`src/rtl/display_pkg.sv`:
```
// Shared constants and the debounce FSM state type for the hex-display source stage.
package display_pkg;

  localparam int DEBOUNCE_CYCLES_DEFAULT = 1_000_000;
  localparam int CNT_W_DEFAULT           = 20;
  localparam int DISP_W                  = 16;

  typedef enum logic [1:0] {
    DB_LOW  = 2'd0,
    DB_RISE = 2'd1,
    DB_HIGH = 2'd2,
    DB_FALL = 2'd3
  } db_state_t;

endpackage

```
`src/rtl/btn_debounce.sv`:
```
// Button conditioning: 2-flop synchroniser, then either the debounce FSM (BTN_DEBOUNCE_EN
// defined) or a plain rising-edge detector on the synchronised level (macro undefined).
//
// state   | meaning
// DB_LOW  | button accepted as released
// DB_RISE | synchronised level high, counting stable samples toward a press
// DB_HIGH | button accepted as pressed
// DB_FALL | synchronised level low, counting stable samples toward a release
module btn_debounce
  import display_pkg::*;
#(
  parameter int DEBOUNCE_CYCLES = DEBOUNCE_CYCLES_DEFAULT,
  parameter int CNT_W           = CNT_W_DEFAULT
) (
  input  logic clk,
  input  logic reset,
  input  logic btn_raw,
  output logic press_pulse
);

  logic sync_a;
  logic sync_b;

  always_ff @(posedge clk) begin
    if (reset) begin
      sync_a <= 1'b0;
      sync_b <= 1'b0;
    end else begin
      sync_a <= btn_raw;
      sync_b <= sync_a;
    end
  end

`ifdef BTN_DEBOUNCE_EN
  localparam logic [CNT_W-1:0] CNT_LAST = CNT_W'(DEBOUNCE_CYCLES - 1);

  db_state_t        db_state;
  db_state_t        db_state_next;
  logic [CNT_W-1:0] cnt;
  logic [CNT_W-1:0] cnt_next;

  always_ff @(posedge clk) begin
    if (reset) begin
      db_state <= DB_LOW;
      cnt      <= '0;
    end else begin
      db_state <= db_state_next;
      cnt      <= cnt_next;
    end
  end

  // Every state change clears the counter, so it can never pass CNT_LAST.
  always_comb begin
    db_state_next = db_state;
    cnt_next      = cnt;
    press_pulse   = 1'b0;
    case (db_state)
      DB_LOW: begin
        if (sync_b) begin
          db_state_next = DB_RISE;
          cnt_next      = '0;
        end
      end
      DB_RISE: begin
        if (!sync_b) begin
          db_state_next = DB_LOW;
          cnt_next      = '0;
        end else if (cnt == CNT_LAST) begin
          db_state_next = DB_HIGH;
          cnt_next      = '0;
          press_pulse   = 1'b1;
        end else begin
          cnt_next = cnt + CNT_W'(1);
        end
      end
      DB_HIGH: begin
        if (!sync_b) begin
          db_state_next = DB_FALL;
          cnt_next      = '0;
        end
      end
      DB_FALL: begin
        if (sync_b) begin
          db_state_next = DB_HIGH;
          cnt_next      = '0;
        end else if (cnt == CNT_LAST) begin
          db_state_next = DB_LOW;
          cnt_next      = '0;
        end else begin
          cnt_next = cnt + CNT_W'(1);
        end
      end
      default: begin
        db_state_next = DB_LOW;
        cnt_next      = '0;
      end
    endcase
  end
`else
  logic sync_prev;
  logic unused_cfg;

  // Timing parameters only matter in the debounced build.
  assign unused_cfg = ^{DEBOUNCE_CYCLES[0], CNT_W[0]};

  always_ff @(posedge clk) begin
    if (reset) begin
      sync_prev <= 1'b0;
    end else begin
      sync_prev <= sync_b;
    end
  end

  assign press_pulse = sync_b & ~sync_prev;
`endif

endmodule

```
`src/rtl/display_source_latch.sv`:
```
// Holds the CPU's last published result and presents one 16-bit half plus the CPU state
// to the hex display; build macro BTN_DEBOUNCE_EN selects the debounced button path.
module display_source_latch
  import display_pkg::*;
#(
  parameter int DEBOUNCE_CYCLES = DEBOUNCE_CYCLES_DEFAULT,
  parameter int CNT_W           = CNT_W_DEFAULT
) (
  input  logic              clk,
  input  logic              reset,
  input  logic              result_valid,
  input  logic [31:0]       result,
  input  logic [3:0]        cpu_state,
  input  logic              btn_half,
  output logic [DISP_W-1:0] data,
  output logic [3:0]        state,
  output logic              half_sel,
  output logic              captured
);

  logic [2*DISP_W-1:0] hold;
  logic                press_pulse;

  btn_debounce #(
    .DEBOUNCE_CYCLES(DEBOUNCE_CYCLES),
    .CNT_W          (CNT_W)
  ) u_btn_debounce (
    .clk        (clk),
    .reset      (reset),
    .btn_raw    (btn_half),
    .press_pulse(press_pulse)
  );

  // data is muxed from the registered hold/half_sel, so a capture and a toggle landing on the
  // same edge both show up together one clock later.
  always_ff @(posedge clk) begin
    if (reset) begin
      hold     <= '0;
      captured <= 1'b0;
      half_sel <= 1'b0;
      data     <= '0;
      state    <= '0;
    end else begin
      if (result_valid) begin
        hold     <= result;
        captured <= 1'b1;
      end
      if (press_pulse) begin
        half_sel <= ~half_sel;
      end
      data  <= half_sel ? hold[2*DISP_W-1:DISP_W] : hold[DISP_W-1:0];
      state <= cpu_state;
    end
  end

endmodule

```
`config.mk`:
```
export PLATFORM = sky130hd
export DESIGN_NAME = display_source_latch
export DESIGN_NICKNAME = d
export VERILOG_FILES = /design/src/rtl/display_pkg.sv /design/src/rtl/btn_debounce.sv /design/src/rtl/display_source_latch.sv
export SDC_FILE = /design/constraint.sdc
export NUM_CORES = 1
export LEC_CHECK = 0
export ABC_CLOCK_PERIOD_IN_PS = 1030
export BUFFER_PORTS_ARGS = -buffer_cell sky130_fd_sc_hd__clkbuf_2
export CAP_MARGIN = 40
export CORE_ASPECT_RATIO = 1.1
export CORE_UTILIZATION = 48
export CTS_BUF_LIST = sky130_fd_sc_hd__clkbuf_4 sky130_fd_sc_hd__clkbuf_8
export CTS_CLUSTER_SIZE = 16
export DETAILED_ROUTE_END_ITERATION = 6
export PLACE_DENSITY = 0.78
export SLEW_MARGIN = 20
export SYNTH_ARGS = -nofsm -noshare
export SYNTH_HDL_FRONTEND = slang
export SYNTH_SLANG_ARGS = --single-unit
```
`constraint.sdc`:
```
create_clock -name clk -period 1.03 [get_ports clk]
set_clock_uncertainty 0.05 [all_clocks]
set_input_delay 0.1545 -clock clk [delete_from_list [all_inputs] [get_ports clk]]
set_output_delay 0.1545 -clock clk [all_outputs]
set_load 0.03 [all_outputs]
```
==> impl_metrics.toml <==
[floorplanning]
dieArea_mm2 = 0.00470
floorplan.initialDensity_pct = 49.6
rows = 25
ios = 62
dieWidth_um = 65.5
core_mm2 = 0.00429
die_h_um = 71.8

[placed_design]
place_area_mm2 = 0.00244
place_congestion = 0.697
io_buffers = 61
dp_hpwl_um = 2540

[route]
vias_per_cell = 4.71
first_iter_violations = 78
wl_per_cell_um = 12.9
dr_total_vias = 1454
dr.pass1.iters = 4
postRouteAntennaNets = 0
wl_um = 3990
drc = 0

[power]
combPwrFrac_pct = 12.7
leakagePower_uw = 0.00131
pwr-share-clk_pct = 39.7
p_sw_uw = 1220
peakVddDrop_uv = 1260
p_per_area_mw_per_mm2 = 1730
intPower_uw = 3820
sw_frac_of_total_pct = 24.3
sequentialPowerShare_pct = 47.6

[global_routing]
gr-total-overflow = 0
grt_antenna_before_repair = 0
first_global_vias = 1472
grt_pass1_wl_um = 6600
grt_usage_pct = 19.5
grt_max_degree = 31

[timing]
fin_tns_setup_ns = -0.0307
setup_viol = 2
period_share_pct = 103
fmax_mhz = 946
rsz0062_at_grt = "true"
worst_slack_ns = -0.0275
worst_slew_pin_slew_ns = 0.230
min_period_ns = 1.06
maxSlewViolCount = 0
final_hold_viol_count = 0
relSlewSlack_pct = 84.2

[yosys]
synth.avg_cell_area_um2 = 11.9
synth_nets = 218
yosysUniqueCellTypes = 11
synth_seq_cells = 57
synth_cells = 178
mappedNetlistArea_mm2 = 0.00213
synth_warnings = 0
synth_seq_area_share_pct = 53.6

[cts]
cts.sinks = 57
clk_latency_ns = 0.33
cts_buffers = 9
path_clk_slew_ns = 0.06
clockBufferDepth = 2
cts_tree = "yes"
clock-root-buffer = "clkbuf_8"
htreeDepth = 3

[worst_setup_path]
worstPathMaxFanout = 6
critPathCaptureType = "flop"
slowest_delay_ns = 0.36
start_kind = "flop"
cp_cell_sequence = "buf_4 -> nor2b_1 -> mux2_2"
cp_slowest_cell = "dfxtp_4"
r2r_cells = 3
r2r_setup_slack_ns = -0.03
path_class = "flop to flop"
cp.required_ns = 1.20
crit_arrival_ns = 1.23

[run_status]
status = "finished with violations"
failed_checks = "negative setup slack"

[worst_hold_path]
min_path_type = "input port to flop"
whs_path_depth = 3

[finish]
diodes = 0
syn_to_final_growth_pct = 37.0
drive_above_1_share_pct = 55.3
fin_nets = 290
finalInstanceArea_mm2 = 0.00291
n_fill_cell = 340

[run]
maxCapViolations = 0
synthesized netlist by cell type:
cell / instances / area share, %
buf_2: 1 / 0.24
buf_4: 1 / 0.35
nor2b_1: 9 / 2.6
dfxtp_1: 57 / 54
clkbuf_4: 3 / 1.1
buf_12: 4 / 3.8
nor2_2: 39 / 11
mux2_2: 1 / 0.53
nor2_1: 12 / 2.1
mux2i_1: 48 / 23
buf_6: 3 / 1.6
worst max-delay path, delay by kind of cell, from the launching register on:
| family | cells | cell delay, ns |
|---|---|---|
| simple gates | 1 | 0.13 |
| flops | 1 | 0.36 |
| buf+inv | 1 | 0.16 |
| mux | 1 | 0.25 |
state kept, by name, indices dropped and copies added, names as in the netlist:
name	cells
u_btn_debounce.sync_a	1
hold	32
u_btn_debounce.sync_prev	1
data	16
state	4
captured	1
u_btn_debounce.sync_b	1
half_sel	1
placed cells by master, fill, tap and decap left out, drive strengths merged:
master and count:
dlygate4sd3 5, nor2 51, nor2b 9, dfxtp 57
buf 27, mux2 1, mux2i 48, clkinv 2
clkbuf 55
area by class of cell:
class / instances / area (um^2) / area share (%)
Timing Repair Buffer: 73 / 646 / 22.2
Tap cell: 54 / 67.6 / 2.32
Clock inverter: 2 / 10.0 / 0.343
Clock buffer: 14 / 186 / 6.40
Sequential cell: 57 / 1160 / 39.9
Multi-Input combinational cell: 109 / 841 / 28.9
cell families after synthesis:
family	count (synthesis)	share of synthesized area, %
buffers and inverters	12	7.00
flip-flops	57	53.6
multiplexers	49	23.1
AND/OR/NAND/NOR	60	16.2
what timing repair did:
action / in CTS / in global routing
hold endpoints to repair: 5 / 0
buffers inserted: 2 / 0
resized for setup: 46 / 31
cloned: 0 / 0
hold buffers: 5 / 0
setup endpoints to repair: 24 / 30
final timing paths:
kind / startpoint / end
max: half_sel$_SDFFE_PP0P_ / half_sel$_SDFFE_PP0P_
min: result[25] / hold[25]$_SDFFE_PP0P_
max reg2reg: half_sel$_SDFFE_PP0P_ / half_sel$_SDFFE_PP0P_
min reg2reg: u_btn_debounce.sync_a$_SDFF_PP0_ / u_btn_debounce.sync_b$_SDFF_PP0_
through the flow:
step | setup slack (ns) | utilization (%) | hold slack, ns | power [uW] | cells
floorplan | -0.0425 | - | 0.233 | 2830 | 178
CTS | -0.0367 | 67.1 | 0.00455 | 5060 | 309
detailed placement | -0.0275 | 57.0 | 0.319 | 2980 | 286
finish | -0.0275 | 68.0 | 0.0111 | 5040 | 309
global placement | -0.0147 | 57.0 | 0.312 | 2960 | 286
global route | -0.0514 | 68.0 | 0.0156 | 5220 | 309
routing by layer:
| metal | track usage (%) | wire length [um] |
|---|---|---|
| met2 | 30.8 | 1920 |
| met3 | 6.85 | 232 |
| met4 | 13.3 | 137 |
| met5 | 0 | 0 |
| met1 | 21.9 | 1700 |
power groups by stage:
stage                     sequential [uW]  clock (uW)  combinational (uW)
after global routing                 2410        2120                 689
after global placement               2440           0                 526
after floorplan                      2500           0                 332
after detailed placement             2440           0                 535
after CTS                            2380        2050                 631
final                                2400        2000                 640
Note: power is estimated with default switching activity, not from simulation.
